--- config.mk ---
export PLATFORM = sky130hd
export DESIGN_NAME = seq_divider_flat
export DESIGN_NICKNAME = d
export VERILOG_FILES = /design/src/rtl/div_pkg.sv /design/src/rtl/seq_divider_if.sv /design/src/rtl/div_step.sv /design/src/rtl/seq_divider.sv /design/src/flat_wrapper.sv
export SDC_FILE = /design/constraint.sdc
export NUM_CORES = 1
export LEC_CHECK = 0
export ABC_AREA = 1
export CORE_ASPECT_RATIO = 0.5
export CORE_MARGIN = 4
export CORE_UTILIZATION = 53
export CTS_CLUSTER_DIAMETER = 80
export DETAILED_ROUTE_END_ITERATION = 7
export PLACE_DENSITY = 0.8
export SETUP_SLACK_MARGIN = 0.2
export SLEW_MARGIN = 0
export SYNTH_ARGS = -nofsm -noshare
export SYNTH_HDL_FRONTEND = slang
export SYNTH_SLANG_ARGS = --single-unit
--- constraint.sdc ---
create_clock -name clk -period 2.71 [get_ports clk]
set_clock_uncertainty 0.1 [all_clocks]
set_input_delay 0.542 -clock clk [delete_from_list [all_inputs] [get_ports clk]]
set_output_delay 0.542 -clock clk [all_outputs]
set_load 0.005 [all_outputs]
--- src/rtl/div_pkg.sv ---
// Shared types and constants for the sequential radix-2 restoring divider.
package div_pkg;

    localparam int DW_DEF = 32;
    localparam int VW_DEF = 16;
    localparam int CNT_W  = $clog2(DW_DEF);

    // Wide enough for any DW up to 64; the top truncates to its own width.
    localparam logic [63:0] DIV0_QUOTIENT = '1;

    typedef enum logic [1:0] {
        IDLE = 2'd0,
        RUN  = 2'd1,
        DONE = 2'd2
    } div_state_t;

endpackage

--- src/rtl/seq_divider_if.sv ---
// Operand/result handshake bundle between a requester and seq_divider.
interface seq_divider_if #(
    parameter int DW = 32,
    parameter int VW = 16
);
    logic          in_valid;
    logic          in_ready;
    logic [DW-1:0] dividend;
    logic [VW-1:0] divisor;
    logic          out_valid;
    logic          out_ready;
    logic [DW-1:0] quotient;
    logic [VW-1:0] remainder;
    logic          div_by_zero;

    modport master (
        output in_valid, dividend, divisor, out_ready,
        input  in_ready, out_valid, quotient, remainder, div_by_zero
    );

    modport slave (
        input  in_valid, dividend, divisor, out_ready,
        output in_ready, out_valid, quotient, remainder, div_by_zero
    );
endinterface

--- src/rtl/div_step.sv ---
// One combinational restoring-division step: shift in the next dividend bit,
// trial-subtract the divisor, keep the difference when it does not go negative.
module div_step #(
    parameter int VW = 16
) (
    input  logic [VW:0]   r,
    input  logic          q_msb,
    input  logic [VW-1:0] d,
    output logic [VW:0]   r_next,
    output logic          q_bit
);
    logic [VW+1:0] shifted;
    logic [VW:0]   diff;

    assign shifted = {r, q_msb};
    assign diff    = shifted[VW:0] - {1'b0, d};
    assign q_bit   = (shifted >= {2'b00, d});
    assign r_next  = q_bit ? diff : shifted[VW:0];
endmodule

--- src/rtl/seq_divider.sv ---
// Iterative radix-2 restoring divider, one quotient bit per clock, DW steps per op.
// Define SEQ_DIVIDER_SIGNED_EN for two's-complement operands (truncating division).
module seq_divider
    import div_pkg::*;
#(
    parameter int DW = DW_DEF,
    parameter int VW = VW_DEF
) (
    input logic         clk,
    input logic         rst,
    seq_divider_if.slave bus
);
    localparam int CW = $clog2(DW);

    div_state_t    state, state_next;
    logic [DW-1:0] q_reg;
    logic [VW-1:0] d_reg;
    logic [VW:0]   r_reg;
    logic [CW-1:0] cnt;
    logic [DW-1:0] quot_reg;
    logic [VW-1:0] rem_reg;
    logic          dbz_reg;

    logic          accept;
    logic          div0;
    logic [VW:0]   r_step;
    logic          q_bit;
    logic [DW-1:0] q_step;
    logic [DW-1:0] dividend_mag;
    logic [VW-1:0] divisor_mag;
    logic [DW-1:0] quot_final;
    logic [VW-1:0] rem_final;

`ifdef SEQ_DIVIDER_SIGNED_EN
    logic neg_q;
    logic neg_r;

    function automatic logic [DW-1:0] neg_dw(input logic [DW-1:0] v);
        return ~v + 1'b1;
    endfunction

    function automatic logic [VW-1:0] neg_vw(input logic [VW-1:0] v);
        return ~v + 1'b1;
    endfunction

    // The most-negative value maps onto itself, which read unsigned is its magnitude.
    assign dividend_mag = bus.dividend[DW-1] ? neg_dw(bus.dividend) : bus.dividend;
    assign divisor_mag  = bus.divisor[VW-1]  ? neg_vw(bus.divisor)  : bus.divisor;
    assign quot_final   = neg_q ? neg_dw(q_step) : q_step;
    assign rem_final    = neg_r ? neg_vw(r_step[VW-1:0]) : r_step[VW-1:0];
`else
    assign dividend_mag = bus.dividend;
    assign divisor_mag  = bus.divisor;
    assign quot_final   = q_step;
    assign rem_final    = r_step[VW-1:0];
`endif

    assign accept = bus.in_valid && bus.in_ready;
    assign div0   = (bus.divisor == '0);

    div_step #(.VW(VW)) u_step (
        .r      (r_reg),
        .q_msb  (q_reg[DW-1]),
        .d      (d_reg),
        .r_next (r_step),
        .q_bit  (q_bit)
    );

    assign q_step = {q_reg[DW-2:0], q_bit};

    always_ff @(posedge clk) begin
        if (rst) begin
            state <= IDLE;
        end else begin
            state <= state_next;
        end
    end

    always_comb begin
        state_next = state;
        case (state)
            IDLE: if (accept) state_next = div0 ? DONE : RUN;
            RUN:  if (cnt == '0) state_next = DONE;
            DONE: if (bus.out_ready) state_next = IDLE;
            default: state_next = IDLE;
        endcase
    end

    always_comb begin
        bus.in_ready  = (state == IDLE);
        bus.out_valid = (state == DONE);
    end

    assign bus.quotient    = quot_reg;
    assign bus.remainder   = rem_reg;
    assign bus.div_by_zero = dbz_reg;

    // Result registers load either at accept (divide-by-zero) or on the final RUN step.
    always_ff @(posedge clk) begin
        if (rst) begin
            cnt      <= '0;
            quot_reg <= '0;
            rem_reg  <= '0;
            dbz_reg  <= 1'b0;
        end else begin
            case (state)
                IDLE: begin
                    if (accept) begin
                        cnt <= CW'(DW - 1);
                        if (div0) begin
                            quot_reg <= DW'(DIV0_QUOTIENT);
                            rem_reg  <= bus.dividend[VW-1:0];
                            dbz_reg  <= 1'b1;
                        end
                    end
                end
                RUN: begin
                    if (cnt != '0) begin
                        cnt <= cnt - 1'b1;
                    end else begin
                        quot_reg <= quot_final;
                        rem_reg  <= rem_final;
                        dbz_reg  <= 1'b0;
                    end
                end
                default: ;
            endcase
        end
    end

    // Working registers need no reset: they are always loaded at accept before use.
    always_ff @(posedge clk) begin
        if (state == IDLE && accept) begin
            q_reg <= dividend_mag;
            d_reg <= divisor_mag;
            r_reg <= '0;
`ifdef SEQ_DIVIDER_SIGNED_EN
            neg_q <= bus.dividend[DW-1] ^ bus.divisor[VW-1];
            neg_r <= bus.dividend[DW-1];
`endif
        end else if (state == RUN) begin
            q_reg <= q_step;
            r_reg <= r_step;
        end
    end
endmodule

--- src/flat_wrapper.sv ---
// flat-port wrapper written by rule: the top's interface ports become plain ports
module seq_divider_flat import div_pkg::*;
#(
    parameter int DW = DW_DEF,
    parameter int VW = VW_DEF
)
  (clk, rst, bus_in_valid, bus_dividend, bus_divisor, bus_out_ready, bus_in_ready, bus_out_valid, bus_quotient, bus_remainder, bus_div_by_zero);
  seq_divider_if #(.DW(DW), .VW(VW)) bus_i ();
  input logic clk;
  input logic rst;
  input wire logic [$bits(bus_i.in_valid)-1:0] bus_in_valid;
  input wire logic [$bits(bus_i.dividend)-1:0] bus_dividend;
  input wire logic [$bits(bus_i.divisor)-1:0] bus_divisor;
  input wire logic [$bits(bus_i.out_ready)-1:0] bus_out_ready;
  output wire logic [$bits(bus_i.in_ready)-1:0] bus_in_ready;
  output wire logic [$bits(bus_i.out_valid)-1:0] bus_out_valid;
  output wire logic [$bits(bus_i.quotient)-1:0] bus_quotient;
  output wire logic [$bits(bus_i.remainder)-1:0] bus_remainder;
  output wire logic [$bits(bus_i.div_by_zero)-1:0] bus_div_by_zero;
  assign bus_i.in_valid = bus_in_valid;
  assign bus_i.dividend = bus_dividend;
  assign bus_i.divisor = bus_divisor;
  assign bus_i.out_ready = bus_out_ready;
  assign bus_in_ready = bus_i.in_ready;
  assign bus_out_valid = bus_i.out_valid;
  assign bus_quotient = bus_i.quotient;
  assign bus_remainder = bus_i.remainder;
  assign bus_div_by_zero = bus_i.div_by_zero;
  seq_divider #(.DW(DW), .VW(VW)) u_core (.clk(clk), .rst(rst), .bus(bus_i));
endmodule
==> results_dict.tcl, run 1 <==
set metrics [dict create \
    status "completed" \
    clock_latency_ps 420 \
    path_buf_inv 3 \
    ys_async_sr_fraction 0 \
    grt_use_met2 0.4026 \
    syn-cell-area_um2 5912 \
    synthSimpleGateAreaFrac 0.2775 \
    core_area_um2 10540 \
    synth_cell_types 40 \
    path_max_fanout 13 \
    num_antenna_cells 0 \
    synth_warnings 0 \
    setup_violations 0 \
    powerDensity_nw_per_um2 1158 \
    finalHoldViolCount 0 \
    synth_ff_type "dfxtp_1" \
    pwr-share-seq 0.340 \
    areaGrowthSynthToFinish_pct 31.26 \
    r2r_setup_slack_ps 380 \
    drv_cap 0 \
    hold-worst-slack_ps 363.0 \
    io_pins 103 \
    pwr-share-comb 0.384 \
    critical_path_depth 10 \
    crit_path_max_incr_delay_ps 460 \
    drive_gt1_frac 0.09633 \
    portBuffers 102 \
    total_power_w 0.008988 \
    grt_max_degree 49 \
    synth_adder_area_share 0.04148 \
    dieArea_um2 13010 \
    wirelength_um 15570 \
    ir_worst_vdd_v 0.0006319 \
    start_util 0.5609 \
    busiest_layer "met2" \
    r2r_end "u_core.bus.remainder[5]$_SDFFE_PP0P_" \
    layout_commonest_cell "nand2_1" \
    slew_headroom 0.6691 \
    slowest_stage "nor4_1" \
    crit_chain "clkdlybuf4s50_1 > nor4_1 > nand3b_1 > nand2_1 > nand2_2 > buf_4 > a21oi_1 > nand3_1 > nand2_1 > inv_1" \
    nFillCells 787 \
    route.vias.total 5475 \
    hpwl_um 10940 \
    yosysTopAreaCell "dfxtp_1" \
    holdCritStartpoint "u_core.bus.quotient[6]$_SDFFE_PP0P_" \
    swShare 0.3726 \
    final_cell_mix "nand2_1, clkdlybuf4s50_1, dfxtp_1" \
    endpoint_kind "register" \
    arrival_ps 2610 \
    nNetsFinal 930 \
    worstMarginPinSlew_ps 496.3 \
    routed_via_density 5.410 \
    syn_inst 754 \
    cts_root_buffer "clkbuf_16" \
    rows 26 \
    period_minus_slack_ps 2396 \
    required_ps 2920 \
    syn_area_per_cell_um2 7.841 \
    worst-r2r-cell-count 14 \
    ys_seq_area_frac 0.4910 \
    cts_sinks 121 \
    final_antenna_net_count 0 \
    crit_end "u_core.bus.remainder[9]$_SDFFE_PP0P_" \
    holdBufCountCts 0 \
    grt_first_pass_wirelength_um 24760 \
    switchingPower_w 0.003349 \
    routedWlPerCell_um 15.38 \
    die-height_um 82.68 \
    synth_top_family_by_area "simple AND/OR/NAND/NOR gates" \
    fin_util 0.7362 \
    critical_path.top_delay_family "simple AND/OR/NAND/NOR gates" \
    cts_setup_buffers 0 \
    met3_usage 0.05674 \
    synth.area.top_cells "dfxtp_1, edfxtp_1, nand2_1" \
    firstDrtPassIters 5 \
    rsz0062_at_grt "no" \
    synth_nets 825 \
    cp-startpoint "bus_divisor[13]" \
    synthMuxAreaShare 0 \
    clkTransAtPathRegs_ps 60 \
    gp_congestion 0.9206 \
    grt.overflow.total 0 \
    gr-usage-met1 0.3260 \
    cts_tree "yes" \
    globalRouteTotalUtil 0.2467 \
    critPathMostFrequentCell "nand2_1" \
    pwr-share-clk 0.276 \
    synth_top_area_share 0.2472 \
    slew_viol_final 0 \
    path_class "in -> reg" \
    internal-power_w 0.005639 \
    drt_iter0_drc 472 \
    max_freq_mhz 417.3 \
    cts_made_buffers 17 \
    first_global_vias 5196 \
    synthXorXnorAreaFrac 0.01333 \
    fin_crit_sh 0.8842 \
    h-tree-depth 4 \
    grt_antenna_before_repair 0 \
    drc 0 \
    whs_path_depth 2 \
    startpoint_type "input pin" \
    clock_path_buffers 2 \
    power.leakage_nw 3.432 \
    synth-compound-area-share 0.1071 \
    ys_seq_elements 121 \
    finalSetupTns_ps 0 \
    reg2reg_from "u_core.q_reg[31]$_DFFE_PP_" \
    die_w_um 157.4 \
    synth-edff-count 48 \
    min_path_type "reg -> reg" \
]
through the flow:
stage,instances,setup slack [ps],area (um2)
3_3_place_gp,980,122.5,7106
3_5_place_dp,980,26.32,7106
5_1_grt,1012,254.2,7760
6_report,1012,313.7,7760
2_1_floorplan,754,665.9,5912
4_1_cts,1012,330.7,7757
Yosys cell counts, types with 5 or more instances:
cell      count
a21oi_1      70
buf_2         9
clkbuf_1     17
dfxtp_1      73
edfxtp_1     48
ha_1         18
inv_1        63
inv_2         5
nand2_1     245
nand2_2      15
nand3_1      40
nand4_1       6
nor2_1       51
nor2_2        5
nor3_1        5
o21ai_0      39
xor2_1        9
layout make-up:
| type | instances | area [um2] | area share |
|---|---|---|---|
| timing repair buffer | 117 | 1166 | 0.1503 |
| inverter | 69 | 261.5 | 0.03370 |
| clock inverter | 13 | 176.4 | 0.02273 |
| sequential | 121 | 2903 | 0.3741 |
| multi-input combinational | 533 | 2603 | 0.3354 |
| clock buffer | 19 | 475.5 | 0.06127 |
| tap | 140 | 175.2 | 0.02257 |
power groups by stage:
stage | Combinational (W) | Clock [W] | Sequential (W)
after floorplan | 0.00219 | 0 | 0.00300
after global placement | 0.00328 | 0 | 0.00305
after detailed placement | 0.00338 | 0 | 0.00306
after CTS | 0.00343 | 0.00250 | 0.00304
after global routing | 0.00385 | 0.00259 | 0.00312
final | 0.00345 | 0.00248 | 0.00306
worst min path at each step:
stage                                                      end
after global placement    u_core.bus.quotient[12]$_SDFFE_PP0P_
final                      u_core.bus.quotient[6]$_SDFFE_PP0P_
after floorplan                  u_core.r_reg[14]$_SDFFE_PP0P_
after CTS                  u_core.bus.quotient[6]$_SDFFE_PP0P_
after detailed placement   u_core.bus.quotient[6]$_SDFFE_PP0P_
after global routing      u_core.bus.quotient[20]$_SDFFE_PP0P_
tightest hold or removal path: stages, from the launching register on:
cell and delay [ps]:
dfxtp_1 310, nand2_1 60, a21oi_1 50
cell families (layout without fill, tap and decap cells):
| family | count (synthesis) | in the layout |
|---|---|---|
| AO/OA/AOI/OAI | 122 | 122 |
| adder cells (fa/ha/maj) | 19 | 19 |
| AND/OR/NAND/NOR | 383 | 383 |
| buffers and inverters | 100 | 218 |
| flip-flops | 121 | 121 |
| XOR/XNOR | 9 | 9 |
what timing repair did:
item                                    4_1_cts  5_1_grt
hold endpoints to repair                      0        0
endpoints found under the setup margin        0        1
gates resized for setup                       0        1
per-layer routing:
metal | share of wire | vias up
met3 | 0.083 | 31
met4 | 0.015 | 0
li1 | - | 2676
met1 | 0.44 | 2547
met5 | 0 | -
met2 | 0.46 | 221
(Power assumes the default switching activity.)
==> run 2: changes to the inputs <==
- CAP_MARGIN: unset -> 20
- GPL_TIMING_DRIVEN: unset -> 1
- SLEW_MARGIN: 0 -> 20
==> results of run 2 <==
Same layout as run 1: the final DEF is identical, and so are final timing and power.
